`config.mk`:
```
export PLATFORM = sky130hd
export DESIGN_NAME = fetch_stage_flat
export DESIGN_NICKNAME = d
export VERILOG_FILES = /design/src/rtl/arm_pkg.sv /design/src/rtl/fetch_stage_if.sv /design/src/rtl/pipeFetchDeco.sv /design/src/rtl/fetch_stage.sv /design/src/flat_wrapper.sv
export SDC_FILE = /design/constraint.sdc
export NUM_CORES = 1
export LEC_CHECK = 0
export ABC_AREA = 1
export CORE_AREA = 4 4 184 133
export DETAILED_ROUTE_END_ITERATION = 10
export DIE_AREA = 0 0 188 137
export GPL_TIMING_DRIVEN = 1
export PLACE_DENSITY = 0.72
export SLEW_MARGIN = 20
export SYNTH_ARGS = -nofsm -noshare
export SYNTH_HDL_FRONTEND = slang
export SYNTH_SLANG_ARGS = --single-unit
```
`constraint.sdc`:
```
create_clock -name clk -period 2.8 [get_ports clk]
set_input_delay 0.42 -clock clk [delete_from_list [all_inputs] [get_ports clk]]
set_output_delay 0.42 -clock clk [all_outputs]
set_load 0.01 [all_outputs]
```
`src/rtl/arm_pkg.sv`:
```
// arm_pkg -- shared definitions for the fetch stage.
//
// Contents:
//   fetch_state_t  : fetch FSM states
//                    F_REQ  = request outstanding
//                    F_HOLD = fetched word parked in the skid buffer
//   NOP_INSTR      : MOV r0, r0, the bubble placed in decode on a flush
//   PC_STEP        : byte distance between sequential instructions
//   PC_R15_OFFSET  : ARM reads R15 as the fetch address plus 8
//   align_word()   : clears bits [1:0] so every PC is word aligned
package arm_pkg;

  typedef enum logic [0:0] {
    F_REQ  = 1'b0,
    F_HOLD = 1'b1
  } fetch_state_t;

  localparam logic [31:0] NOP_INSTR     = 32'hE1A0_0000;
  localparam logic [31:0] PC_STEP       = 32'd4;
  localparam logic [31:0] PC_R15_OFFSET = 32'd8;

  function automatic logic [31:0] align_word(input logic [31:0] addr);
    return {addr[31:2], 2'b00};
  endfunction

endpackage

```
`src/rtl/fetch_stage_if.sv`:
```
// fetch_stage_if -- instruction memory request/response bus.
//
// Signals:
//   imem_req   : fetch stage has a request outstanding
//   imem_addr  : word address of the request (held until acked)
//   imem_ack   : response valid this cycle
//   imem_rdata : instruction word, valid together with imem_ack
//
// Modports:
//   master : the fetch stage (drives req/addr)
//   slave  : the instruction memory (drives ack/rdata)
interface fetch_stage_if;

  logic        imem_req;
  logic [31:0] imem_addr;
  logic        imem_ack;
  logic [31:0] imem_rdata;

  modport master (
    output imem_req,
    output imem_addr,
    input  imem_ack,
    input  imem_rdata
  );

  modport slave (
    input  imem_req,
    input  imem_addr,
    output imem_ack,
    output imem_rdata
  );

endinterface

```
`src/rtl/pipeFetchDeco.sv`:
```
// pipeFetchDeco -- fetch/decode pipeline register.
//
// Ports:
//   clk, reset    : clock, asynchronous active-low reset
//   StallD        : decode cannot take a new word; register holds
//   FlushD        : replace the contents with a NOP bubble
//   offer_valid   : the fetch side presents a word this cycle
//   offer_instr   : presented instruction word
//   offer_pc8     : presented fetch PC + 8
//   InstrD        : registered instruction
//   PCPlus8D      : registered fetch PC + 8 (R15 read value)
//   ValidD        : InstrD holds a real instruction
//
// A presented word is taken only when decode is not stalled. With no word
// presented the register keeps its previous contents.
module pipeFetchDeco
  import arm_pkg::*;
#(
  parameter logic [31:0] RESET_PC = 32'h0000_0000
) (
  input  logic        clk,
  input  logic        reset,
  input  logic        StallD,
  input  logic        FlushD,
  input  logic        offer_valid,
  input  logic [31:0] offer_instr,
  input  logic [31:0] offer_pc8,
  output logic [31:0] InstrD,
  output logic [31:0] PCPlus8D,
  output logic        ValidD
);

  // Flush beats both stall and a pending transfer so a squashed slot can
  // never leak a stale instruction into decode.
  always_ff @(posedge clk or negedge reset) begin
    if (!reset) begin
      InstrD   <= NOP_INSTR;
      PCPlus8D <= RESET_PC + PC_R15_OFFSET;
      ValidD   <= 1'b0;
    end else if (FlushD) begin
      InstrD <= NOP_INSTR;
      ValidD <= 1'b0;
    end else if (offer_valid && !StallD) begin
      InstrD   <= offer_instr;
      PCPlus8D <= offer_pc8;
      ValidD   <= 1'b1;
    end
  end

endmodule

```
`src/rtl/fetch_stage.sv`:
```
// fetch_stage -- ARM-style instruction fetch with a one-entry skid buffer.
//
// Ports:
//   clk, reset    : clock, asynchronous active-low reset
//   StallD        : decode cannot accept a new instruction
//   FlushD        : invalidate the fetch/decode register
//   BranchTakenE  : redirect to ALUResultE (highest priority)
//   ALUResultE    : branch target from execute
//   PCSrcW        : redirect to ResultW (write to R15)
//   ResultW       : PC target from writeback
//   imem          : instruction memory bus (fetch_stage_if.master)
//   InstrD        : instruction to decode
//   PCPlus8D      : fetch PC + 8 of InstrD
//   ValidD        : InstrD is a real instruction
//   FetchCount    : instructions delivered to decode
//
// Build option:
//   FETCH_PERF_CNT_EN : when defined, FetchCount counts every delivery into
//                       decode (wrapping at 2^32); otherwise it is tied to 0.
//
// Only one memory request is ever outstanding. A redirect that arrives while
// waiting for a response is remembered, and the response that eventually
// arrives is thrown away because it belongs to the abandoned path.
module fetch_stage
  import arm_pkg::*;
#(
  parameter logic [31:0] RESET_PC = 32'h0000_0000
) (
  input  logic          clk,
  input  logic          reset,
  input  logic          StallD,
  input  logic          FlushD,
  input  logic          BranchTakenE,
  input  logic [31:0]   ALUResultE,
  input  logic          PCSrcW,
  input  logic [31:0]   ResultW,
  fetch_stage_if.master imem,
  output logic [31:0]   InstrD,
  output logic [31:0]   PCPlus8D,
  output logic          ValidD,
  output logic [31:0]   FetchCount
);

  fetch_state_t state_q;
  logic [31:0]  pc_q;
  logic         pend_valid_q;
  logic [31:0]  pend_target_q;
  logic [31:0]  buf_instr_q;
  logic [31:0]  buf_pc8_q;

  logic         redirect;
  logic [31:0]  redirect_target;
  logic         ack;
  logic         offer_valid;
  logic [31:0]  offer_instr;
  logic [31:0]  offer_pc8;

  // Execute is younger in program order than writeback's R15 write only in
  // the sense that it resolves the control flow decode must follow next,
  // so its target wins when both fire together.
  always_comb begin
    redirect        = BranchTakenE | PCSrcW;
    redirect_target = align_word(BranchTakenE ? ALUResultE : ResultW);
  end

  // The request is masked by reset directly so the bus is quiet while reset
  // is held and the first request appears as soon as reset is released.
  assign imem.imem_req  = reset & (state_q == F_REQ);
  assign imem.imem_addr = pc_q;
  assign ack            = imem.imem_ack & imem.imem_req;

  // A word is presented to the decode register either straight from memory
  // (on-path response) or from the skid buffer once decode frees up.
  always_comb begin
    offer_valid = 1'b0;
    offer_instr = imem.imem_rdata;
    offer_pc8   = pc_q + PC_R15_OFFSET;
    if (state_q == F_HOLD) begin
      offer_valid = ~redirect;
      offer_instr = buf_instr_q;
      offer_pc8   = buf_pc8_q;
    end else begin
      offer_valid = ack & ~redirect & ~pend_valid_q;
    end
  end

  // Fetch FSM: PC sequencing, pending redirect capture and the skid buffer.
  // The buffer is only meaningful in F_HOLD, so no separate valid bit.
  always_ff @(posedge clk or negedge reset) begin
    if (!reset) begin
      state_q       <= F_REQ;
      pc_q          <= RESET_PC;
      pend_valid_q  <= 1'b0;
      pend_target_q <= RESET_PC;
      buf_instr_q   <= NOP_INSTR;
      buf_pc8_q     <= RESET_PC + PC_R15_OFFSET;
    end else begin
      case (state_q)
        F_REQ: begin
          if (ack) begin
            pend_valid_q <= 1'b0;
            if (redirect) begin
              pc_q <= redirect_target;
            end else if (pend_valid_q) begin
              pc_q <= pend_target_q;
            end else begin
              pc_q <= pc_q + PC_STEP;
              if (StallD) begin
                buf_instr_q <= imem.imem_rdata;
                buf_pc8_q   <= pc_q + PC_R15_OFFSET;
                state_q     <= F_HOLD;
              end
            end
          end else if (redirect) begin
            pend_valid_q  <= 1'b1;
            pend_target_q <= redirect_target;
          end
        end
        F_HOLD: begin
          if (redirect) begin
            pc_q    <= redirect_target;
            state_q <= F_REQ;
          end else if (!StallD) begin
            state_q <= F_REQ;
          end
        end
        default: state_q <= F_REQ;
      endcase
    end
  end

  pipeFetchDeco #(
    .RESET_PC (RESET_PC)
  ) u_pipe_fetch_deco (
    .clk         (clk),
    .reset       (reset),
    .StallD      (StallD),
    .FlushD      (FlushD),
    .offer_valid (offer_valid),
    .offer_instr (offer_instr),
    .offer_pc8   (offer_pc8),
    .InstrD      (InstrD),
    .PCPlus8D    (PCPlus8D),
    .ValidD      (ValidD)
  );

`ifdef FETCH_PERF_CNT_EN
  logic        deliver;
  logic [31:0] fetch_count_q;

  assign deliver = offer_valid & ~StallD & ~FlushD;

  // Counts only words that actually land in decode as valid instructions.
  always_ff @(posedge clk or negedge reset) begin
    if (!reset) begin
      fetch_count_q <= 32'd0;
    end else if (deliver) begin
      fetch_count_q <= fetch_count_q + 32'd1;
    end
  end

  assign FetchCount = fetch_count_q;
`else
  assign FetchCount = 32'd0;
`endif

endmodule
```
`src/flat_wrapper.sv`:
```
// flat-port wrapper written by rule: the top's interface ports become plain ports
module fetch_stage_flat import arm_pkg::*;
#(
  parameter logic [31:0] RESET_PC = 32'h0000_0000
)
  (clk, reset, StallD, FlushD, BranchTakenE, ALUResultE, PCSrcW, ResultW, InstrD, PCPlus8D, ValidD, FetchCount, imem_imem_req, imem_imem_addr, imem_imem_ack, imem_imem_rdata);
  fetch_stage_if imem_i ();
  input  logic clk;
  input  logic reset;
  input  logic StallD;
  input  logic FlushD;
  input  logic BranchTakenE;
  input  logic [31:0] ALUResultE;
  input  logic PCSrcW;
  input  logic [31:0] ResultW;
  output logic [31:0] InstrD;
  output logic [31:0] PCPlus8D;
  output logic ValidD;
  output logic [31:0] FetchCount;
  output wire logic [$bits(imem_i.imem_req)-1:0] imem_imem_req;
  output wire logic [$bits(imem_i.imem_addr)-1:0] imem_imem_addr;
  input wire logic [$bits(imem_i.imem_ack)-1:0] imem_imem_ack;
  input wire logic [$bits(imem_i.imem_rdata)-1:0] imem_imem_rdata;
  assign imem_imem_req = imem_i.imem_req;
  assign imem_imem_addr = imem_i.imem_addr;
  assign imem_i.imem_ack = imem_imem_ack;
  assign imem_i.imem_rdata = imem_imem_rdata;
  fetch_stage #(.RESET_PC(RESET_PC)) u_core (.clk(clk), .reset(reset), .StallD(StallD), .FlushD(FlushD), .BranchTakenE(BranchTakenE), .ALUResultE(ALUResultE), .PCSrcW(PCSrcW), .ResultW(ResultW), .imem(imem_i), .InstrD(InstrD), .PCPlus8D(PCPlus8D), .ValidD(ValidD), .FetchCount(FetchCount));
endmodule
```
==> metrics.yaml <==
fmax_mhz: 373
end_kind: "output pin"
top_layer: "met4"
globalRouteOverflowTotal: 0
min_from: "BranchTakenE"
clockBufferDepth: 2
path_class: "primary input to output pin"
grt_pass1_wl_um: 45900
wl_per_cell_um: 15.9
required_ns: 2.38
swShare_pct: 32.6
fin_skew_ns: 0.0223
yosys_warnings: 0
cts_inserted_buffers: 17
port_buffers: 192
maxCapViolations: 0
die-area_um2: 25800
root_buffer: "clkbuf_16"
globalplace.congestion: 0.891
clk_pin_slew_ns: 0.08
synthCells: 1303
drive_above_1_share_pct: 6.60
synth-seq-cells: 187
ys_seq_area_share_pct: 46.6
via_per_inst: 5.10
core_um2: 22500
p_sw_w: 0.00245
synth_edf_count: 0
startpoint_type: "primary input"
netlist_top_cells_area: "dfrtp_1 (43%), nand2_1 (17%), o21ai_0 (4.8%), mux2i_1 (4.7%), nand3_1 (4.0%)"
dr.pass1.iters: 6
fin_tns_setup_ns: 0
worstPathArrival_ns: 2.26
hold_path_depth: 4
path_max_fanout: 21
worst_hold_slack_ns: 0.326
grt.total_usage_pct: 22.2
setup_viol_count_final: 0
cts-resized-gates: 0
synth_top_area_share_pct: 42.9
die_h_um: 137
antenna_found_initial: 0
synth.distinct_cells: 40
area_delta_synth_final_pct: 26.6
die_x_um: 188
synth.avg_cell_area_um2: 7.74
power_frac_seq_pct: 46.1
cts_tree: "built"
worstSkewPairLatency_ns: 0.44
reg2reg_slack_ns: 0.64
fin_nets: 1577
max-slew-margin-rel_pct: 36.2
dp_hpwl_um: 20400
async_flop_share_pct: 100
row_count: 46
ant_nets: 0
leakage_nw: 6.02
drtIter0Drc: 869
wl_met3_um: 2050
grt_max_degree: 73
drc: 0
fillers: 2073
hold_viol_final: 0
synth.most_common_cell: "nand2_1"
synth_top_cell_by_area: "dfrtp_1"
r2r_start: "u_core.imem.imem_addr[15]$_DFFE_PN0P_"
tightest_slew_ns: 0.957
grt_pass1_vias: 8696
routed-wl-met2_um: 12700
clkPwrFrac_pct: 32.9
grt_setup_unrepaired: "no"
timing.rr.end: "u_core.u_pipe_fetch_deco.PCPlus8D[26]$_DFFE_PN0P_"
worstRegToRegCells: 8
htreeDepth: 4
wirelength_um: 28700
vias: 9158
comb_power_share_pct: 21.0
clock-sinks: 187
p_per_area_nw_per_um2: 589
min_period_over_period_pct: 95.7
final-max-slew-violation-count: 0
ioPinCount: 233
intPower_w: 0.00507
diodes: 0
status: "complete, no violations"
synth-main-ff-cell: "dfrtp_1"
layout_min_cycle_time_ns: 2.68
hold_end: "u_core.state_q$_DFF_PN0_"
syn_area_um2: 10100
min_path_type: "primary input to register"
initial_utilization_pct: 44.8
m1WireLength_um: 13400
ir_worst_vdd_v: 0.000504
synth_common_cells: "nand2_1 (467), dfrtp_1 (173), o21ai_0 (97), nand3_1 (81), nor2_1 (81)"
through the flow:
stage | power [W] | instances | setup WS (ns) | utilization, % | instance area [um2]
finish | 0.00752 | 1797 | 0.121 | 56.7 | 12800
global route | 0.00792 | 1797 | 0.102 | 56.7 | 12800
CTS | 0.00758 | 1797 | 0.136 | 56.7 | 12800
detailed placement | 0.00509 | 1764 | 0.588 | 53.9 | 12100
global placement | 0.00504 | 1764 | 0.600 | 53.9 | 12100
floorplan | 0.00430 | 1338 | 1.12 | - | 10200
per-layer routing:
metal | GRT usage (%) | vias to the layer above
li1 | - | 4450
met1 | 32.5 | 4318
met2 | 34.1 | 352
met3 | 4.31 | 38
met4 | 5.91 | 0
met5 | 0 | -
repair_timing:
item,4_1_cts,5_1_grt
hold endpoints to repair,17,0
hold buffers,1,0
buffers inserted,0,0
placed cells by master, fill, tap and decap left out, types with 36 or more instances in the layout:
cell type | netlist | final
nand2_1 | 467 | 467
clkdlybuf4s50_1 | 0 | 190
dfrtp_1 | 173 | 172
o21ai_0 | 97 | 97
nand3_1 | 81 | 81
nor2_1 | 81 | 81
inv_1 | 75 | 75
a21oi_1 | 49 | 49
mux2i_1 | 47 | 47
o21ai_1 | 47 | 47
conb_1 | 1 | 36
sequential cells by signal, indices dropped and copies added, names as in the netlist:
signal and flops:
u_core.buf_instr_q 32, u_core.buf_pc8_q 30, u_core.imem.imem_addr 30, u_core.pend_target_q 30, u_core.pend_valid_q 1, u_core.state_q 1, u_core.u_pipe_fetch_deco.InstrD 32, u_core.u_pipe_fetch_deco.PCPlus8D 30
u_core.u_pipe_fetch_deco.ValidD 1
power groups by stage:
stage,Combinational [W],Sequential [W],Clock (W)
after global routing,0.00178,0.00352,0.00263
after CTS,0.00160,0.00346,0.00252
after detailed placement,0.00158,0.00351,0
final,0.00158,0.00347,0.00247
after floorplan,0.000825,0.00347,0
after global placement,0.00155,0.00350,0
final cells by class:
| class | instances | area [um2] | area share, % |
|---|---|---|---|
| flip-flops and latches | 187 | 4700 | 36.8 |
| repair buffers | 215 | 2120 | 16.6 |
| inverters | 80 | 305 | 2.39 |
| clock buffers | 17 | 425 | 3.33 |
| clock inverters | 15 | 190 | 1.49 |
| multi-input cells | 971 | 4630 | 36.3 |
| well taps | 312 | 390 | 3.06 |
kinds of logic (layout without fill, tap and decap cells):
kind of cell,count (synthesis),after routing,share of synthesized area (%)
buffers and inverters,180,327,8.74
multiplexers,50,50,5.00
XOR/XNOR,24,24,2.09
AND/OR/NAND/NOR,644,644,26.1
adder cells (fa/ha/maj),2,2,0.248
AO/OA/AOI/OAI,215,215,11.2
other,1,36,0.0372
flip-flops,187,187,46.6
worst max path at each step:
stage	start	end	depth (start not counted)
floorplan	u_core.imem.imem_addr[4]$_DFFE_PN0P_	u_core.u_pipe_fetch_deco.PCPlus8D[31]$_DFFE_PN0P_	10
global placement	imem_imem_ack	u_core.buf_pc8_q[26]$_DFFE_PN0P_	8
detailed placement	imem_imem_ack	u_core.buf_pc8_q[29]$_DFFE_PN0P_	8
CTS	reset	imem_imem_req	5
global route	reset	imem_imem_req	5
finish	reset	imem_imem_req	5
critical path, stage by stage:
cell and delay, ns:
dlygate4sd3_1 0.54, clkbuf_8 0.25, inv_1 0.06, nor2_1 0.35, clkdlybuf4s50_1 0.63
No activity file was read; power rests on OpenSTA's default activity.
